--- config.mk ---
export PLATFORM = sky130hd
export DESIGN_NAME = se_rr_arbiter
export DESIGN_NICKNAME = d
export VERILOG_FILES = /design/src/rtl/se_arb_pkg.sv /design/src/rtl/se_tag_fifo.sv /design/src/rtl/se_rr_arbiter.sv
export SDC_FILE = /design/constraint.sdc
export NUM_CORES = 1
export LEC_CHECK = 0
export ABC_AREA = 1
export CELL_PAD_IN_SITES_DETAIL_PLACEMENT = 0
export CELL_PAD_IN_SITES_GLOBAL_PLACEMENT = 1
export CORE_AREA = 2 2 615 617
export DETAILED_ROUTE_END_ITERATION = 8
export DIE_AREA = 0 0 617 619
export DONT_BUFFER_PORTS = 1
export PLACE_DENSITY = 0.3
export SETUP_SLACK_MARGIN = 0.3
export SYNTH_ARGS = -nofsm -noshare
export SYNTH_HDL_FRONTEND = slang
export SYNTH_SLANG_ARGS = --single-unit
--- constraint.sdc ---
create_clock -name clock -period 2.42 [get_ports clock]
set_input_delay 0.363 -clock clock [delete_from_list [all_inputs] [get_ports clock]]
set_output_delay 0.363 -clock clock [all_outputs]
set_load 0.01 [all_outputs]
--- src/rtl/se_arb_pkg.sv ---
// Shared types and default widths for the SE round-robin arbiter and the SE core.
package se_arb_pkg;

   typedef logic [0:0] port_id_t;

   localparam port_id_t PORT0 = 1'b0;
   localparam port_id_t PORT1 = 1'b1;

   localparam int SE_INST_W = 8;
   localparam int SE_DATA_W = 128;

endpackage

--- src/rtl/se_tag_fifo.sv ---
// Owner-tag FIFO: remembers which port issued each in-flight SE operation.
// Pointers carry one extra wrap bit so full and empty are told apart by the MSB.
module se_tag_fifo
   import se_arb_pkg::*;
#(
   parameter int DEPTH = 4
) (
   input  logic                     clock,
   input  logic                     reset,
   input  logic                     push_i,
   input  port_id_t                 push_tag_i,
   input  logic                     pop_i,
   output port_id_t                 head_o,
   output logic                     full_o,
   output logic                     empty_o,
   output logic [$clog2(DEPTH):0]   count_o
);

   localparam int AW = $clog2(DEPTH);

   port_id_t      mem_q [DEPTH];
   logic [AW:0]   wr_ptr_q, wr_ptr_d;
   logic [AW:0]   rd_ptr_q, rd_ptr_d;
   logic          push_ok;
   logic          pop_ok;

   assign empty_o = (wr_ptr_q == rd_ptr_q);
   assign full_o  = (wr_ptr_q[AW] != rd_ptr_q[AW]) &&
                    (wr_ptr_q[AW-1:0] == rd_ptr_q[AW-1:0]);
   assign count_o = wr_ptr_q - rd_ptr_q;
   assign head_o  = mem_q[rd_ptr_q[AW-1:0]];

   assign push_ok = push_i & ~full_o;
   assign pop_ok  = pop_i & ~empty_o;

   always_comb begin
      wr_ptr_d = wr_ptr_q + {{AW{1'b0}}, push_ok};
      rd_ptr_d = rd_ptr_q + {{AW{1'b0}}, pop_ok};
   end

   always_ff @(posedge clock) begin
      if (reset) begin
         wr_ptr_q <= '0;
         rd_ptr_q <= '0;
      end else begin
         wr_ptr_q <= wr_ptr_d;
         rd_ptr_q <= rd_ptr_d;
      end
   end

   // Tag storage needs no reset: entries are only read between push and pop.
   always_ff @(posedge clock) begin
      if (push_ok) begin
         mem_q[wr_ptr_q[AW-1:0]] <= push_tag_i;
      end
   end

endmodule

--- src/rtl/se_rr_arbiter.sv ---
// Round-robin sharing of one in-order SE core between two requesters.
// Define SE_ARB_PERF_EN to add saturating issue/stall counters.
module se_rr_arbiter
   import se_arb_pkg::*;
#(
   parameter int DATA_W       = SE_DATA_W,
   parameter int INST_W       = SE_INST_W,
   parameter int MAX_INFLIGHT = 4
) (
   input  logic                            clock,
   input  logic                            reset,
   input  logic [INST_W-1:0]               req0_inst,
   input  logic [DATA_W-1:0]               req0_op1,
   input  logic [DATA_W-1:0]               req0_op2,
   input  logic [DATA_W-1:0]               req0_cond,
   input  logic                            req0_valid,
   output logic                            req0_ready,
   input  logic [INST_W-1:0]               req1_inst,
   input  logic [DATA_W-1:0]               req1_op1,
   input  logic [DATA_W-1:0]               req1_op2,
   input  logic [DATA_W-1:0]               req1_cond,
   input  logic                            req1_valid,
   output logic                            req1_ready,
   output logic [DATA_W-1:0]               rsp0_result,
   output logic                            rsp0_valid,
   input  logic                            rsp0_ready,
   output logic [DATA_W-1:0]               rsp1_result,
   output logic                            rsp1_valid,
   input  logic                            rsp1_ready,
   output logic [INST_W-1:0]               se_in_inst,
   output logic [DATA_W-1:0]               se_in_op1,
   output logic [DATA_W-1:0]               se_in_op2,
   output logic [DATA_W-1:0]               se_in_cond,
   output logic                            se_in_valid,
   input  logic                            se_in_ready,
   input  logic [DATA_W-1:0]               se_out_result,
   input  logic                            se_out_valid,
   output logic                            se_out_ready,
`ifdef SE_ARB_PERF_EN
   output logic [31:0]                     issue_cnt0,
   output logic [31:0]                     issue_cnt1,
   output logic [31:0]                     stall_cnt,
`endif
   output logic [$clog2(MAX_INFLIGHT):0]   inflight,
   output logic                            unexpected_rsp
);

   port_id_t   rr_ptr_q, rr_ptr_d;
   logic       unexp_q, unexp_d;
   port_id_t   grant;
   logic       gnt_valid;
   logic       can_issue;
   logic       issue_fire;
   logic       rsp_pop;
   port_id_t   tag_head;
   logic       tag_full;
   logic       tag_empty;

   se_tag_fifo #(
      .DEPTH (MAX_INFLIGHT)
   ) u_tag_fifo (
      .clock      (clock),
      .reset      (reset),
      .push_i     (issue_fire),
      .push_tag_i (grant),
      .pop_i      (rsp_pop),
      .head_o     (tag_head),
      .full_o     (tag_full),
      .empty_o    (tag_empty),
      .count_o    (inflight)
   );

   always_comb begin
      if (req0_valid && req1_valid) begin
         grant = rr_ptr_q;
      end else if (req1_valid) begin
         grant = PORT1;
      end else begin
         grant = PORT0;
      end
   end

   always_comb begin
      if (grant == PORT1) begin
         gnt_valid  = req1_valid;
         se_in_inst = req1_inst;
         se_in_op1  = req1_op1;
         se_in_op2  = req1_op2;
         se_in_cond = req1_cond;
      end else begin
         gnt_valid  = req0_valid;
         se_in_inst = req0_inst;
         se_in_op1  = req0_op1;
         se_in_op2  = req0_op2;
         se_in_cond = req0_cond;
      end
   end

   // Full blocks issue even on a same-cycle pop, keeping rspN_ready off the issue path.
   assign can_issue   = se_in_ready & ~tag_full;
   assign se_in_valid = gnt_valid & ~tag_full;
   assign issue_fire  = se_in_valid & se_in_ready;
   assign req0_ready  = can_issue & req0_valid & (grant == PORT0);
   assign req1_ready  = can_issue & req1_valid & (grant == PORT1);

   assign rsp0_result  = se_out_result;
   assign rsp1_result  = se_out_result;
   assign rsp0_valid   = se_out_valid & ~tag_empty & (tag_head == PORT0);
   assign rsp1_valid   = se_out_valid & ~tag_empty & (tag_head == PORT1);
   assign se_out_ready = ~tag_empty & ((tag_head == PORT1) ? rsp1_ready : rsp0_ready);
   assign rsp_pop      = se_out_valid & se_out_ready;

   assign unexpected_rsp = unexp_q;

   always_comb begin
      rr_ptr_d = issue_fire ? ~grant : rr_ptr_q;
      unexp_d  = unexp_q | (se_out_valid & tag_empty);
   end

   always_ff @(posedge clock) begin
      if (reset) begin
         rr_ptr_q <= PORT0;
         unexp_q  <= 1'b0;
      end else begin
         rr_ptr_q <= rr_ptr_d;
         unexp_q  <= unexp_d;
      end
   end

`ifdef SE_ARB_PERF_EN
   logic [31:0] issue_cnt0_q, issue_cnt0_d;
   logic [31:0] issue_cnt1_q, issue_cnt1_d;
   logic [31:0] stall_cnt_q,  stall_cnt_d;
   logic        stall;

   assign stall = (req0_valid | req1_valid) & ~issue_fire;

   always_comb begin
      issue_cnt0_d = issue_cnt0_q;
      issue_cnt1_d = issue_cnt1_q;
      stall_cnt_d  = stall_cnt_q;
      if (issue_fire && grant == PORT0 && issue_cnt0_q != '1) issue_cnt0_d = issue_cnt0_q + 32'd1;
      if (issue_fire && grant == PORT1 && issue_cnt1_q != '1) issue_cnt1_d = issue_cnt1_q + 32'd1;
      if (stall && stall_cnt_q != '1)                          stall_cnt_d  = stall_cnt_q + 32'd1;
   end

   always_ff @(posedge clock) begin
      if (reset) begin
         issue_cnt0_q <= '0;
         issue_cnt1_q <= '0;
         stall_cnt_q  <= '0;
      end else begin
         issue_cnt0_q <= issue_cnt0_d;
         issue_cnt1_q <= issue_cnt1_d;
         stall_cnt_q  <= stall_cnt_d;
      end
   end

   assign issue_cnt0 = issue_cnt0_q;
   assign issue_cnt1 = issue_cnt1_q;
   assign stall_cnt  = stall_cnt_q;
`endif

endmodule

# Yosys cells after proc, flatten, opt, wreduce, memory -nomap -nowiden
# Memories as Yosys holds them, arrays and structs flattened. A register that Yosys moved wholly into a read port is not among the register bits.
# Index checks and enable logic that the tools add are counted.
[classes] n_eq_ne=3 n_reduce_logical=2 add_sub_neg=3 bitwise=20 mux=11
[ops] operator="2-to-1 mux 128 bit" n=3
[ops] operator="bitwise AND 1 bit" n=15
[ops] operator="2-to-1 mux 8 bit" n=1
[ops] operator="adder 3 x 1 -> 3 bit" n=2
[ops] operator="2-to-1 mux 1 bit" n=6
[ops] operator="inverter 1 bit" n=4
[ops] operator="equality test 3 bit" n=1
[ops] operator="subtractor 3 bit" n=1
[ops] operator="equality test 2 bit" n=1
[ops] operator="logical AND 1 bit" n=2
[ops] operator="2-to-1 mux 2 bit" n=1
[ops] operator="!= test 1 bit" n=1
[ops] operator="OR 1 bit" n=1
[totals] regBits=8 memories=1 elab_cells=44 input_bits=920 out_inout_bits=658 ramBits=4
[memory_table] memory="u_tag_fifo.mem_q" depth=4 width=1 rd=1 rd_ports_with_merged_regs=1 write_ports=1 line_no="se_tag_fifo.sv:21" rtl="port_id_t mem_q [DEPTH];"

# Depth between registers and ports, before layout
[depth] ltp_word=8 mapped_depth=11

# Hierarchy
# A second synthesis with hierarchy kept.
[unflattened] hier_cells=1612 area_unflattened_um2=7542.2
[by_module_without_submodules] module="se_rr_arbiter" instances=1 cells_per_inst=1548 area_each_um2=6999.2
[by_module_without_submodules] module="se_tag_fifo" instances=1 cells_per_inst=64 area_each_um2=543.0

# Worst setup path before layout
# Ideal clock, no wire load.
[synth_path] path_kind="register to register" start="reg u_tag_fifo.rd_ptr_q[1]" end="reg u_tag_fifo.wr_ptr_q[2]" slack_ps=655 setup_ps=124 path_stages_with_launch=12 t_arrival_ps=1641 synth_period_minus_slack_ps=1765 path_cell_list="dfxtp_1 inv_1 ha_1 nand2_1 inv_1 nand2_1 nand3_1 inv_1 ha_1 ha_1 xnor2_1 nor2_1"
[synth_via] elab_chain_cells=7
[synth_lines] item="start: declaration" line_no="se_tag_fifo.sv:23" rtl="logic [AW:0] rd_ptr_q, rd_ptr_d;"
[synth_lines] item="start signal: assignment" line_no="se_tag_fifo.sv:47" rtl="rd_ptr_q <= rd_ptr_d;"
[synth_lines] item="equality test 2 bit *" line_no="se_tag_fifo.sv:29" rtl="(wr_ptr_q[AW-1:0] == rd_ptr_q[AW-1:0]);"
[synth_lines] item="logical AND 1 bit *" line_no="se_tag_fifo.sv:28" rtl="assign full_o = (wr_ptr_q[AW] != rd_ptr_q[AW]) &&"
[synth_lines] item="inverter 1 bit *" line_no="se_tag_fifo.sv:33, se_rr_arbiter.sv:101"
[synth_lines] item="bitwise AND 1 bit" line_no="se_rr_arbiter.sv:101" rtl="assign se_in_valid = gnt_valid & ~tag_full;"
[synth_lines] item="bitwise AND 1 bit" line_no="se_rr_arbiter.sv:102" rtl="assign issue_fire = se_in_valid & se_in_ready;"
[synth_lines] item="bitwise AND 1 bit *" line_no="se_tag_fifo.sv:33" rtl="assign push_ok = push_i & ~full_o;"
[synth_lines] item="adder 3 x 1 -> 3 bit *" line_no="se_tag_fifo.sv:37" rtl="wr_ptr_d = wr_ptr_q + {{AW{1'b0}}, push_ok};"
[synth_lines] item="end signal: assignment" line_no="se_tag_fifo.sv:46" rtl="wr_ptr_q <= wr_ptr_d;"
[synth_lines] item="end: declaration" line_no="se_tag_fifo.sv:22" rtl="logic [AW:0] wr_ptr_q, wr_ptr_d;"
# Mark *: on every way between the ends. The rest lies on a longest branch, timed or not.
# A chain may end at the register's enable or synchronous reset.

# Worst setup path in the final report
[layout_path] start="reg rr_ptr_q" end="out se_in_op1[5]"
[layout_via] elab_chain_cells=2
[layout_lines] item="start: declaration" line_no="se_rr_arbiter.sv:48" rtl="port_id_t rr_ptr_q, rr_ptr_d;"
[layout_lines] item="start signal: assignment" line_no="se_rr_arbiter.sv:125" rtl="rr_ptr_q <= rr_ptr_d;"
[layout_lines] item="2-to-1 mux 1 bit" line_no="se_rr_arbiter.sv:74" rtl="if (req0_valid && req1_valid) begin"
[layout_lines] item="2-to-1 mux 128 bit" line_no="se_rr_arbiter.sv:84" rtl="if (grant == PORT1) begin"
[layout_lines] item="end: declaration" line_no="se_rr_arbiter.sv:31" rtl="output logic [DATA_W-1:0] se_in_op1,"
# Every way passes these cells.

==> results.py <==
metrics = {
    "pwr": {
        "p_leak_nw": 7.31,
        "pwr_density_cell_nw_per_um2": 318,
        "peakVddDrop_mv": 0.170,
    },
    "logic_synthesis": {
        "ys_seq_area_share_pct": 3.77,
        "postSynthAreaPerCell_um2": 4.62,
        "yosys.cell_types.count": 20,
        "synthCells": 1608,
        "syn_nets": 2535,
        "ys_ff_latch": 12,
        "netlist_area_um2": 7440,
        "synth_warnings": 0,
    },
    "layout": {
        "seq_area_um2": 282,
        "layout.nets": 2546,
        "final_cells": 6670,
        "nFillCells": 44400,
        "drive_above_1_share_pct": 40.1,
        "area_growth_pct": 165,
        "multi_input_area_um2": 6070,
    },
    "placed_design": {
        "dp.final_hpwl_um": 252000,
        "placed_cells": 6547,
        "gp_congestion": 0.979,
        "numPortBuffers": 0,
    },
    "clocking": {
        "cts_buffers": 3,
        "clkLatencyLatePin_ns": 0.26,
        "root_buffer": "clkbuf_16",
        "htreeDepth": 1,
        "cts_tree": "yes",
        "ctsHoldBuffers": 0,
        "cts_sinks": 12,
        "clock_path_buffers": 2,
        "path_clk_slew_ns": 0.06,
    },
    "global_routing": {
        "overflow": 0,
        "grt_pass1_vias": 10900,
        "antenna_found_initial": 196,
        "grt_max_degree": 39,
        "grt_pass1_wl_um": 290000,
        "grt_use_total_pct": 13.3,
    },
    "sta": {
        "fmax_ghz": 0.439,
        "period_share_pct": 94.1,
        "finalHoldViolCount": 0,
        "slew_viol_final": 0,
        "hold_ws_ns": 0.170,
        "period_needed_ns": 2.28,
        "clock-skew-final_ns": 0.0102,
        "slew_headroom_pct": 70.1,
        "worst_pin_slew_ns": 0.445,
        "setup-violations-final": 0,
        "rsz0062_at_grt": "yes",
    },
    "route": {
        "drtPass1Iterations": 5,
        "via_per_inst": 1.78,
        "first_iter_violations": 854,
        "ant_nets": 0,
        "wl_um": 268000,
        "drc_errors": 0,
        "wl_per_cell_um": 40.2,
        "dr_total_vias": 11900,
    },
    "critical_path": {
        "setup.worst_path.class": "reg2out",
        "reg2reg_depth": 12,
        "crit_chain": "inv_2 > a21oi_4 > buf_6 > inv_16 > buf_16 > buf_16 > buf_12 > nand2_1 > nand2_1",
        "crit_fanout": 26,
        "cp-start-kind": "flip-flop",
        "rr_startpoint": "u_tag_fifo.wr_ptr_q[0]$_SDFF_PP0_",
        "r2r_slack_ns": 0.38,
        "critical-path-top-delay-family": "buffers and inverters",
        "end_kind": "primary output",
        "slowest_delay_ns": 0.31,
        "required_ns": 2.06,
        "arrival_ns": 1.92,
        "critical_path.slowest_cell": "dfxtp_2",
        "cp_num_buf_inv": 6,
        "r2r-end": "u_tag_fifo.wr_ptr_q[2]$_SDFF_PP0_",
    },
    "worst_hold_path": {
        "hp-start": "reset",
        "hp-class": "in2reg",
        "holdPathEnd": "u_tag_fifo.wr_ptr_q[0]$_SDFF_PP0_",
        "whs_path_depth": 1,
    },
    "flow_run": {
        "maxCapViolCount": 0,
    },
    "floorplanning": {
        "initial_utilization_pct": 1.98,
        "die_height_um": 619,
        "die-width_um": 617,
        "core_area_um2": 375000,
        "io_pins": 1578,
        "die-area_um2": 382000,
        "rows": 225,
    },
    "run_status": {
        "outcome": "finished clean",
    },
}
[layout by cell type (no fill, tap or decap), types with 6 or more instances in the layout]
| cell type | n |
|---|---|
| inv_1 | 24 |
| nand2_4 | 60 |
| ha_1 | 6 |
| buf_16 | 31 |
| buf_12 | 252 |
| buf_4 | 30 |
| nand2_8 | 22 |
| buf_6 | 17 |
| nor2_1 | 9 |
| nand2_1 | 902 |
| clkbuf_16 | 13 |
| nand2_2 | 207 |
| dfxtp_1 | 7 |
| nand3_1 | 6 |
| diode_2 | 58 |
[flip-flops by register name (all words and copies together), names as in the netlist]
signal / flops
u_tag_fifo.mem_q: 4
u_tag_fifo.rd_ptr_q: 3
u_tag_fifo.wr_ptr_q: 3
rr_ptr_q: 1
unexpected_rsp: 1
[cells in the mapped netlist]
master,instances,share of area [%]
buf_2,68,4.6
edfxtp_1,4,1.6
a21boi_0,1,0.10
inv_1,24,1.2
buf_1,2,0.10
xor2_1,1,0.12
nand3_1,7,0.47
xnor2_1,2,0.24
clkbuf_1,17,0.86
dfxtp_1,8,2.2
or2_2,1,0.084
nand2_1,1191,60
a21oi_4,1,0.22
nor3_1,4,0.27
inv_2,2,0.10
ha_1,6,1.0
fa_1,1,0.27
buf_4,256,26
nor2_1,10,0.50
a21oi_1,2,0.13
[routing by layer]
metal / share of wire, % / vias to the layer above / GRT usage [%]
met5: 0.31 / - / 0.0126
met4: 2.1 / 108 / 2.08
met3: 17 / 431 / 10.4
met2: 52 / 1301 / 24.7
met1: 29 / 5437 / 11.3
li1: - / 4617 / -
[repair_timing]
action,4_1_cts,5_1_grt
endpoints found under the setup margin,393,399
resized for setup,253,230
buffers inserted,17,10
hold endpoints to repair,0,0
pin swaps,19,28
cloned,22,12
[worst max path at each step]
stage / slack, ns / cells past startpoint / to / startpoint
CTS: 0.06 / 9 / se_in_cond[112] / rr_ptr_q$_SDFFE_PP0P_
global placement: -0.35 / 8 / se_in_cond[112] / req1_valid
floorplan: 0.65 / 11 / u_tag_fifo.wr_ptr_q[2]$_SDFF_PP0_ / u_tag_fifo.rd_ptr_q[1]$_SDFF_PP0_
finish: 0.14 / 9 / se_in_op1[5] / rr_ptr_q$_SDFFE_PP0P_
global route: 0.06 / 9 / se_in_op2[104] / rr_ptr_q$_SDFFE_PP0P_
detailed placement: -0.37 / 8 / se_in_cond[112] / req1_valid
[area by class of cell]
| cell class | count | share of cell area, % |
|---|---|---|
| antenna | 58 | 0.736 |
| sequential | 12 | 1.43 |
| timing repair buffer | 349 | 34.4 |
| tap | 4994 | 31.7 |
| inverter | 26 | 0.577 |
| multi-input combinational | 1227 | 30.7 |
| clock buffer | 4 | 0.450 |
[cells by family after synthesis]
family / synth area share, %
compound gates: 0.454
xor+xnor: 0.353
fa+ha+maj: 1.28
buf+inv: 32.7
flops: 3.77
simple gates: 61.5
[power by group]
group	total (mW)	internal (mW)	switching (mW)	leakage, nW
Clock	0.376	0.252	0.124	0.0445
Sequential	0.230	0.222	0.00886	0.103
Combinational	5.68	2.24	3.44	7.16
[per-stage QoR]
stage	TNS (ns)	util, %	power, mW	cell area [µm²]	setup WS, ns
4_1_cts	0	4.92	6.34	18400	0.0624
3_5_place_dp	-2.24	4.44	5.39	16600	-0.365
5_1_grt	0	5.25	6.67	19700	0.0611
6_report	0	5.27	6.28	19700	0.142
3_3_place_gp	-2.22	4.44	5.42	16600	-0.354
2_1_floorplan	0	-	1.90	7440	0.655
No activity file was read; power rests on OpenSTA's default activity.
